<file path="src/rtl/y_demux1to4_if.sv">
// y_demux1to4_if: handshake bundle for the registered 1-to-4 demultiplexer.
//   in_valid/in_ready/in_data/in_sel : single producer side
//   out_valid/out_ready              : per-lane consumer handshakes (bit k = lane k)
//   out_data0..3                     : lane holding registers
//   out_count0..3                    : per-lane delivered-word counters (wrap)
// slave modport is the demux view; master modport is the producer/consumer view.
interface y_demux1to4_if #(
    parameter int SIZE = 32,
    parameter int CNTW = 8
);
    logic            in_valid;
    logic            in_ready;
    logic [SIZE-1:0] in_data;
    logic [1:0]      in_sel;
    logic [3:0]      out_valid;
    logic [3:0]      out_ready;
    logic [SIZE-1:0] out_data0;
    logic [SIZE-1:0] out_data1;
    logic [SIZE-1:0] out_data2;
    logic [SIZE-1:0] out_data3;
    logic [CNTW-1:0] out_count0;
    logic [CNTW-1:0] out_count1;
    logic [CNTW-1:0] out_count2;
    logic [CNTW-1:0] out_count3;

    modport slave (
        input  in_valid, in_data, in_sel, out_ready,
        output in_ready, out_valid,
        output out_data0, out_data1, out_data2, out_data3,
        output out_count0, out_count1, out_count2, out_count3
    );

    modport master (
        output in_valid, in_data, in_sel, out_ready,
        input  in_ready, out_valid,
        input  out_data0, out_data1, out_data2, out_data3,
        input  out_count0, out_count1, out_count2, out_count3
    );
endinterface

</file>
<file path="src/rtl/y_demux1to4.sv">
// y_demux1to4: registered 1-to-4 demultiplexer with one-entry holding
// register per lane and independent valid/ready handshakes.
//   clk   : rising-edge clock
//   reset : synchronous, active-high; clears all lanes and counters
//   bus   : y_demux1to4_if.slave (producer handshake, 4 consumer lanes,
//           lane data registers and per-lane delivery counters)
module y_demux1to4 #(
    parameter int SIZE = 32,
    parameter int CNTW = 8
) (
    input  logic          clk,
    input  logic          reset,
    y_demux1to4_if.slave  bus
);
    logic [SIZE-1:0] data_q [4];
    logic [CNTW-1:0] cnt_q  [4];
    logic [3:0]      full_q;
    logic [3:0]      load;
    logic [3:0]      drain;
    logic            acc;

    // Readiness looks only at the selected lane; a full lane that drains
    // this cycle can take a new word at the same time.
    assign bus.in_ready = !full_q[bus.in_sel] || bus.out_ready[bus.in_sel];

    always_comb begin
        acc   = bus.in_valid && bus.in_ready;
        load  = '0;
        if (acc) begin
            load = 4'b0001 << bus.in_sel;
        end
        drain = full_q & bus.out_ready;
    end

    always_ff @(posedge clk) begin
        if (reset) begin
            full_q <= '0;
            for (int unsigned k = 0; k < 4; k++) begin
                data_q[k] <= '0;
                cnt_q[k]  <= '0;
            end
        end else begin
            for (int unsigned k = 0; k < 4; k++) begin
                if (load[k]) begin
                    data_q[k] <= bus.in_data;
                    full_q[k] <= 1'b1;
                end else if (drain[k]) begin
                    full_q[k] <= 1'b0;
                end
                if (drain[k]) begin
                    cnt_q[k] <= cnt_q[k] + CNTW'(1);
                end
            end
        end
    end

    assign bus.out_valid  = full_q;
    assign bus.out_data0  = data_q[0];
    assign bus.out_data1  = data_q[1];
    assign bus.out_data2  = data_q[2];
    assign bus.out_data3  = data_q[3];
    assign bus.out_count0 = cnt_q[0];
    assign bus.out_count1 = cnt_q[1];
    assign bus.out_count2 = cnt_q[2];
    assign bus.out_count3 = cnt_q[3];
endmodule
</file>
<file path="src/flat_wrapper.sv">
// flat-port wrapper written by rule: the top's interface ports become plain ports
module y_demux1to4_flat 
#(
    parameter int SIZE = 32,
    parameter int CNTW = 8
)
  (clk, reset, bus_in_valid, bus_in_data, bus_in_sel, bus_out_ready, bus_in_ready, bus_out_valid, bus_out_data0, bus_out_data1, bus_out_data2, bus_out_data3, bus_out_count0, bus_out_count1, bus_out_count2, bus_out_count3);
  y_demux1to4_if #(.SIZE(SIZE), .CNTW(CNTW)) bus_i ();
  input  logic clk;
  input  logic reset;
  input wire logic [$bits(bus_i.in_valid)-1:0] bus_in_valid;
  input wire logic [$bits(bus_i.in_data)-1:0] bus_in_data;
  input wire logic [$bits(bus_i.in_sel)-1:0] bus_in_sel;
  input wire logic [$bits(bus_i.out_ready)-1:0] bus_out_ready;
  output wire logic [$bits(bus_i.in_ready)-1:0] bus_in_ready;
  output wire logic [$bits(bus_i.out_valid)-1:0] bus_out_valid;
  output wire logic [$bits(bus_i.out_data0)-1:0] bus_out_data0;
  output wire logic [$bits(bus_i.out_data1)-1:0] bus_out_data1;
  output wire logic [$bits(bus_i.out_data2)-1:0] bus_out_data2;
  output wire logic [$bits(bus_i.out_data3)-1:0] bus_out_data3;
  output wire logic [$bits(bus_i.out_count0)-1:0] bus_out_count0;
  output wire logic [$bits(bus_i.out_count1)-1:0] bus_out_count1;
  output wire logic [$bits(bus_i.out_count2)-1:0] bus_out_count2;
  output wire logic [$bits(bus_i.out_count3)-1:0] bus_out_count3;
  assign bus_i.in_valid = bus_in_valid;
  assign bus_i.in_data = bus_in_data;
  assign bus_i.in_sel = bus_in_sel;
  assign bus_i.out_ready = bus_out_ready;
  assign bus_in_ready = bus_i.in_ready;
  assign bus_out_valid = bus_i.out_valid;
  assign bus_out_data0 = bus_i.out_data0;
  assign bus_out_data1 = bus_i.out_data1;
  assign bus_out_data2 = bus_i.out_data2;
  assign bus_out_data3 = bus_i.out_data3;
  assign bus_out_count0 = bus_i.out_count0;
  assign bus_out_count1 = bus_i.out_count1;
  assign bus_out_count2 = bus_i.out_count2;
  assign bus_out_count3 = bus_i.out_count3;
  y_demux1to4 #(.SIZE(SIZE), .CNTW(CNTW)) u_core (.clk(clk), .reset(reset), .bus(bus_i));
endmodule
</file>
<file path="config.mk">
export PLATFORM = sky130hd
export DESIGN_NAME = y_demux1to4_flat
export DESIGN_NICKNAME = d
export VERILOG_FILES = /design/src/rtl/y_demux1to4_if.sv /design/src/rtl/y_demux1to4.sv /design/src/flat_wrapper.sv
export SDC_FILE = /design/constraint.sdc
export NUM_CORES = 1
export LEC_CHECK = 0
export CAP_MARGIN = 25
export CELL_PAD_IN_SITES_DETAIL_PLACEMENT = 1
export CELL_PAD_IN_SITES_GLOBAL_PLACEMENT = 1
export CORE_ASPECT_RATIO = 1.2
export CORE_MARGIN = 3
export CORE_UTILIZATION = 25
export DETAILED_ROUTE_END_ITERATION = 10
export PLACE_DENSITY = 0.58
export SLEW_MARGIN = 15
export SYNTH_ARGS = -nofsm -noshare
export SYNTH_HDL_FRONTEND = slang
export SYNTH_SLANG_ARGS = --single-unit
export TNS_END_PERCENT = 30
</file>
<file path="constraint.sdc">
create_clock -name clk -period 2.4 [get_ports clk]
set_input_delay 0.48 -clock clk [delete_from_list [all_inputs] [get_ports clk]]
set_output_delay 0.48 -clock clk [all_outputs]
set_load 0.05 [all_outputs]
</file>
# ---- Yosys cells after proc, flatten, opt, wreduce, memory -nomap -nowiden
# Memories as Yosys holds them, arrays and structs flattened.
# Cells that the tools add are included.
dict set report totals {
  reg_bits 4
  ramBits 160
  in_bits 41
  output_inout_bits 165
  wordCells 75
  n_memories 2
}
dict set report op_classes {
  add_sub_neg 4
  order_cmp 1
  shifts 1
  muxes 47
  bitwise_logic 9
  n_reduce_logical 7
}
# name depth word_bits read_ports rd_clocked_by_memory_dff wr line_no
set mem_list {}
lappend mem_list {u_core.data_q 4 32 4 0 4 y_demux1to4.sv:15} ;# logic [SIZE-1:0] data_q [4];
lappend mem_list {u_core.cnt_q 4 8 4 0 4 y_demux1to4.sv:16} ;# logic [CNTW-1:0] cnt_q [4];
# cell n
set op_table {}
lappend op_table {{32-bit two-way mux} 4}
lappend op_table {{1-bit two-way mux} 36}
lappend op_table {{8-bit by 1-bit adder with 8-bit output, second input constant} 4}
lappend op_table {{8-bit two-way mux} 4}
lappend op_table {{1-bit bitwise OR} 8}
lappend op_table {{2-bit nonzero test} 4}
lappend op_table {{4-bit bitwise AND} 1}
lappend op_table {{1-bit binary-select mux with 2-bit select} 2}
lappend op_table {{4-bit two-way mux} 1}
lappend op_table {{1-bit by 2-bit << shifter with 4-bit output, first input constant} 1}
lappend op_table {{2-bit by 3-bit < comparator with 1-bit output, second input constant} 1}
lappend op_table {{1-bit logical AND} 1}
lappend op_table {{1-bit zero test} 1}
lappend op_table {{1-bit logical OR} 1}

# ---- Depth between registers and ports, before layout
# Gate-level depths: netlist of run 1.
dict set report logic_depth {
  depth_word 10
  ltp_mapped 5
}

# ---- Worst setup path before layout of run 1
# Ideal clock, no wire load.
dict set report synth_timing {
  kind {input port to output port}
  from {in bus_in_sel[0]}
  to {out bus_in_ready}
  arrival_ns 1.565
  path_slack_ns 0.355
  stages 3
  path_buffers 1
  cell_sequence {clkbuf_2 > inv_1 > mux4_1}
}
dict set report synth_via {
  elab_chain_len 4
  word_cells_on_any_way 6
  cone_classes {mux: 4; reduce/logical: 2}
}
# item line_no
set synth_rtl {}
lappend synth_rtl {{start: declaration} flat_wrapper.sv:13} ;# input wire logic [$bits(bus_i.in_sel)-1:0] bus_in_sel;
lappend synth_rtl {{1-bit binary-select mux with 2-bit select} y_demux1to4.sv:24} ;# assign bus.in_ready = !full_q[bus.in_sel] || bus.out_ready[bus.in_sel];
lappend synth_rtl {{1-bit two-way mux (not written as such)} y_demux1to4.sv:24}
lappend synth_rtl {{1-bit zero test} y_demux1to4.sv:24}
lappend synth_rtl {{1-bit logical OR *} y_demux1to4.sv:24}
lappend synth_rtl {{end: declaration} flat_wrapper.sv:15} ;# output wire logic [$bits(bus_i.in_ready)-1:0] bus_in_ready;
# Mark *: on every way between the ends. The rest lies on a longest branch, timed or not. The select of a mux whose other input is x is not followed.

# ---- Worst setup path in the final report of run 1
dict set report layout_timing {
  from {in bus_out_ready[1]}
  to {out bus_in_ready}
}
dict set report layout_via {
  elab_chain_len 3
}
# item line_no
set layout_rtl {}
lappend layout_rtl {{start: declaration} flat_wrapper.sv:14} ;# input wire logic [$bits(bus_i.out_ready)-1:0] bus_out_ready;
lappend layout_rtl {{1-bit binary-select mux with 2-bit select} y_demux1to4.sv:24}
lappend layout_rtl {{1-bit two-way mux (not written as such)} y_demux1to4.sv:24}
lappend layout_rtl {{1-bit logical OR} y_demux1to4.sv:24}
# Every way passes these cells. The select of a mux whose other input is x is not followed.

==> metrics, run 1 <==
setup violators final 0; number of synthesized register bits 164; antenna violations before repair 0; Die ar. 28130 sq um; Post-synth EDFFs 160; Top FF cell, synth edfxtp_1; Starting Density 0.2551; Worst-path clk slew 0.06 ns; RePlAce Congestion roughly 0.75; fin crit period about 2.3 ns; GR Overflow Total 0; Final ANT Viol Nets 0; Critical R2R Launch u_core.bus.out_valid[2]$_SDFFE_PP0P_; Die Wd 153.6 microns; fin crit share 0.9447; Max IR drop VDD ~0.42 mV; share of cells above drive strength 1 0.1318; Worst slew margin 0.6001; worst reg2reg endpoint u_core.data_q[2][0]$_SDFFCE_PN0P_; Post-Route Skew 0.01260 ns; Async S/R FF share, synth 0; io pins 206; routing usage on met2 0.2514; met1 usage 0.1684; hold_sp u_core.bus.out_valid[1]$_SDFFE_PP0P_; area grow syn2layout 48.75%; Slew Limit Fails 0; PD cells 735.8 nW/um^2; Netlist cell types 28; met3 global-route usage 0.04720; GR Util All Layers 0.1423; H-tree levels 4; worst hold path endpoint u_core.bus.out_valid[1]$_SDFFE_PP0P_; die height ~180 microns; number of port buffers 205; DR WL/cell 19.26 microns; DRC errors left 0; Critical Path RT 1.92 ns; clock latency on the worst-skew pair between 0.4 and 0.5 ns; Synth Cell Area around 6500 sq um; outcome finished clean; vias in the first global route about 5.0k; Worst Setup Path Type in -> out; setup_tns 0 ns; row count between 60 and 70; Synth warnings 0; drt total wl 20240 microns; 1st-iter DRT viols 158; Critical Path AT 1.79 ns; total CTS buffers 17; Worst setup SP type primary input; routed vias 4644; buffer levels on the longest clock path 2; clock tree root driver cell clkbuf_16; reg-to-reg slack, setup 0.94 ns; Worst Hold Class reg -> reg; post-synthesis sequential area ratio 0.7472; post-DP HPWL 14060 microns; hold buffers post-CTS 0; hold path cells 3; Via-to-Cell Ratio 4.419; synthesized net count 535; reg2reg path depth 4; pin count of the biggest net entering global routing 33; Syn Inst Count 490; max cap viols 0; worst-margin pin slew 0.5979 ns; Crit. End Element output pin; LEAKAGE 3.366 nW; fmax 441.1 MHz; total clock sinks 164; Core Footprint 25620 sq um; Final Core Density 0.3795; CTS resizes 0; Antenna Cells 0; CP max FO 2; first-pass GRT wire length 30630 microns; Setup Buffers After CTS 0; RSZ-0062 raised after global routing false; CTS tree built; GR peak layer met2; syn_area_per_cell 13.34 sq um; drt pass-1 iters 4; fin nets between 700 and 800; hold violation count in the final report 0
[worst max-delay path, cell delays in order]
cell             delay, ns
clkdlybuf4s50_1       0.43
nand2b_1              0.17
mux4_1                0.49
buf_4                 0.21
[cell type report]
cell class / count / area (sq um)
fillers: 2740 / 15900
flip-flops and latches: 164 / 4885
repair buffers: 224 / 2317
multi-input cells: 296 / 1511
clock buffers: 18 / 429.2
well taps: 330 / 412.9
clock inverters: 14 / 150.1
inverters: 5 / 18.77
[state kept, by name, summed over array words and instances (netlist names)]
name                  count
u_core.data_q           128
u_core.cnt_q             32
u_core.bus.out_valid      4
[per-layer routing]
metal | vias to the layer above | wire, microns
li1 | 2150 | -
met1 | 2334 | 8320
met2 | 145 | 10370
met3 | 15 | 1331
met4 | 0 | 220
met5 | - | 0
[kinds of logic (layout without fill, tap and decap cells)]
group                    after synthesis  in the layout  share of synthesized area
AO/OA/AOI/OAI                         32             32                    0.02756
XOR/XNOR                              12             12                    0.01608
adder cells (fa/ha/maj)                4              4                   0.007656
buffers and inverters                 30            261                    0.02450
flip-flops                           164            164                     0.7472
multiplexers                           1              1                   0.004020
AND/OR/NAND/NOR                      247            247                     0.1730
[report_power, final]
part	internal, mW	switching [mW]
logic	0.347	0.744
registers	3.28	0.0702
clock network	1.55	1.17
total	5.17	1.98
[layout by cell type, fill, tap and decap left out, drive strengths merged]
master         count
ha                 4
or2                4
mux4               1
xor2               8
or3               13
clkdlybuf4s50    204
dfxtp              4
nor2b              2
a21oi             16
edfxtp           160
inv                9
nand3b             1
nor2             149
nand4              4
clkbuf            18
nand3             20
nand2b             8
xnor2              4
a31o               2
bufinv             2
clkinvlp           2
buf               20
o21ai             12
and2               4
clkinv             6
nand2             41
a41o               2
and2b              1
[stage by stage]
stage,hold WS [ns],instance area (sq um),power (mW),worst slack (ns),std cells
2_1_floorplan,0.6445,6538,4.035,0.3546,490
3_3_place_gp,0.6270,9145,4.502,0.1464,1019
4_1_cts,0.6592,9724,7.258,0.1199,1051
3_5_place_dp,0.6481,9145,4.516,0.1290,1019
6_report,0.6564,9724,7.155,0.1327,1051
5_1_grt,0.6732,9724,7.429,0.07229,1051
[cell usage after synthesis, drive strengths merged, types with 5 or more instances]
library cell    n  area [sq um]
a21oi          16         80.08
buf            12         91.33
clkbuf         13         50.04
edfxtp        160          4805
inv             5         18.77
nand2          41         153.9
nand2b          8         50.05
nand3          20         100.1
nor2          149         634.4
o21ai          12         60.06
or3            13         81.33
xor2            8         70.07
[worst max path at each step]
stage | startpoint | to | slack [ns] | cells after the start
6_report | bus_out_ready[1] | bus_in_ready | 0.13 | 4
5_1_grt | bus_out_ready[0] | bus_in_ready | 0.07 | 4
4_1_cts | bus_out_ready[3] | bus_in_ready | 0.12 | 4
3_5_place_dp | bus_out_ready[3] | bus_in_ready | 0.13 | 4
3_3_place_gp | bus_out_ready[0] | bus_in_ready | 0.15 | 4
2_1_floorplan | bus_in_sel[0] | bus_in_ready | 0.35 | 3
(Power assumes the default switching activity.)
==> run 2: changes to the inputs <==
- MAX_ROUTING_LAYER: unset -> met4
- SLEW_MARGIN: 15 -> 20
==> run 2 against run 1 <==
  * Clock-buffer cell count stayed put
  * First-iteration DRC count is 1.9% higher
  * Wire length hardly changed
  * Sequential power hardly changed
  * Combinational power hardly changed
  * Core utilization stayed put
  * Flip-flop and latch count stayed put
  * Design area stayed put
  * Die area stayed put
  * Maximum frequency is 0.15% lower
  * Highest routed layer unchanged
==> metrics, run 2 (synthesized netlist as in run 1, its figures left out) <==
post-DP HPWL 14060 microns; Final ANT Viol Nets 0; first-pass GRT wire length 30540 microns; routed vias 4629; total CTS buffers 17; CP max FO 2; Worst Setup Path Type in -> out; Die ar. 28130 sq um; Crit. End Element output pin; reg2reg path depth 4; die height 183.1 microns; DR WL/cell between 15 and 20 microns; max FFs per register 128; H-tree levels 4; Worst slew margin 0.6003; Setup Buffers After CTS 0; Critical R2R Launch u_core.bus.out_valid[2]$_SDFFE_PP0P_; most common cell after layout, fill and taps aside clkdlybuf4s50_1; hold violation count in the final report 0; fin crit period 2.271 ns; WP buf/inv 2; Antenna Cells 0; 1st-iter DRT viols 161; fmax approximately 440 MHz; GR Overflow Total 0; Pwr Total 7.153 mW; PD cells 735.6 nW/um^2; drt total wl 20260 microns; GR Util All Layers 0.1463; Critical Path End bus_in_ready; drt pass-1 iters 4; cell family with most CP delay buffers and inverters; total clock sinks 164; RSZ-0062 raised after global routing false; buffer levels on the longest clock path 2; Worst Hold Class reg -> reg; CTS resizes 0; Slew Limit Fails 0; Worst-path clk slew 0.06 ns; Worst setup SP type primary input; Switch Pwr 1.983 mW; row count 64; DP Worst Slack approximately 0.13 ns; fin crit share 0.9462; setup_tns 0 ns; DRC errors left 0; clock latency on the worst-skew pair 0.41 ns; Worst Setup SP bus_out_ready[0]; fin nets ~750; outcome finished clean; Slowest-stage cell, CP mux4_1; Biggest register u_core.data_q; Gate power share 0.152; number of port buffers 205; Clock power frac 0.380; Int Power around 5.2 mW; Critical Path AT between 1.5 and 2 ns; max cap viols 0; final setup margin between 0.1 and 0.15 ns; Via-to-Cell Ratio 4.404; vias in the first global route 5048; Critical Path RT between 1.5 and 2 ns; worst-margin pin slew about 0.6 ns; clock tree root driver cell clkbuf_16; sw frac 0.2772; area grow syn2layout 48.75%; worst hold slack 0.6563 ns; Max IR drop VDD 0.4234 mV; Post-Route Skew 0.009905 ns; critical path, cell by cell clkdlybuf4s50_1 > nand2b_1 > mux4_1 > buf_4; Die Wd 153.6 microns; crit-path max cell delay 0.50 ns; Levels on crit path 4; commonest cells after routing, fill and taps aside clkdlybuf4s50_1 (204), edfxtp_1 (160), nor2_1 (119); setup violators final 0; pin count of the biggest net entering global routing 33; LEAKAGE around 3.4 nW; CTS tree built; fill count between 2k and 3k; RePlAce Congestion 0.7608; io pins 206; share of cells above drive strength 1 0.1318; Sequential Power Share 0.468; antenna violations before repair 0; worst reg2reg endpoint u_core.data_q[2][0]$_SDFFCE_PN0P_; hold buffers post-CTS 0; Final Core Density 0.3795; Core Footprint 25620 sq um; Starting Density 0.2551; reg-to-reg slack, setup approximately 0.94 ns
-- run 2: cell counts in the layout (fill, tap and decap cells not counted) --
Identical to the previous run, type by type.
-- run 2: layout make-up --
cell class | count | area, sq um | share of cell area
well taps | 330 | 412.9 | 0.04246
multi-input cells | 296 | 1511 | 0.1554
clock buffers | 18 | 429.2 | 0.04413
clock inverters | 14 | 150.1 | 0.01544
inverters | 5 | 18.77 | 0.001930
flip-flops and latches | 164 | 4885 | 0.5023
repair buffers | 224 | 2317 | 0.2383
-- run 2: worst min path at each step --
| stage | start | to | slack [ns] | depth (start not counted) |
|---|---|---|---|---|
| after floorplan | bus_in_valid | u_core.bus.out_valid[2]$_SDFFE_PP0P_ | 0.64 | 2 |
| after global placement | u_core.bus.out_valid[2]$_SDFFE_PP0P_ | u_core.bus.out_valid[2]$_SDFFE_PP0P_ | 0.63 | 3 |
| after detailed placement | u_core.bus.out_valid[1]$_SDFFE_PP0P_ | u_core.bus.out_valid[1]$_SDFFE_PP0P_ | 0.65 | 3 |
| after CTS | u_core.bus.out_valid[1]$_SDFFE_PP0P_ | u_core.bus.out_valid[1]$_SDFFE_PP0P_ | 0.66 | 3 |
| after global routing | u_core.bus.out_valid[1]$_SDFFE_PP0P_ | u_core.bus.out_valid[1]$_SDFFE_PP0P_ | 0.67 | 3 |
| final | u_core.bus.out_valid[1]$_SDFFE_PP0P_ | u_core.bus.out_valid[1]$_SDFFE_PP0P_ | 0.66 | 3 |
-- run 2: stage by stage --
step           std cells  instance area (sq um)
2_1_floorplan        490                   6538
3_3_place_gp        1019                   9145
3_5_place_dp        1019                   9145
4_1_cts             1051                   9724
5_1_grt             1051                   9724
6_report            1051                   9724
-- run 2: metal layers --
| layer | track usage | share of wire | up-vias |
|---|---|---|---|
| li1 | - | - | 2145 |
| met1 | 0.1685 | 0.42 | 2322 |
| met2 | 0.2511 | 0.51 | 147 |
| met3 | 0.04532 | 0.066 | 15 |
| met4 | 0.03498 | 0.011 | 0 |
| met5 | - | 0 | - |
-- run 2: tightest hold or removal path: stages, from the launching register on --
cell	delay [ns]
dfxtp_1	0.32
nand2b_1	0.09
buf_4	0.13
a21oi_1	0.06
-- run 2: power by group through the flow --
stage                     clock network, mW  registers, mW  logic [mW]
after global routing                   2.92           3.36        1.14
after global placement                    0           3.41        1.10
after CTS                              2.80           3.35        1.11
after detailed placement                  0           3.41        1.10
after floorplan                           0           3.85       0.188
final                                  2.72           3.35        1.09
==> run 3: changes to the inputs <==
- ABC_CLOCK_PERIOD_IN_PS: unset -> 2400
==> results of run 3 <==
The final DEF is identical to that of run 2; final timing and power are the same.
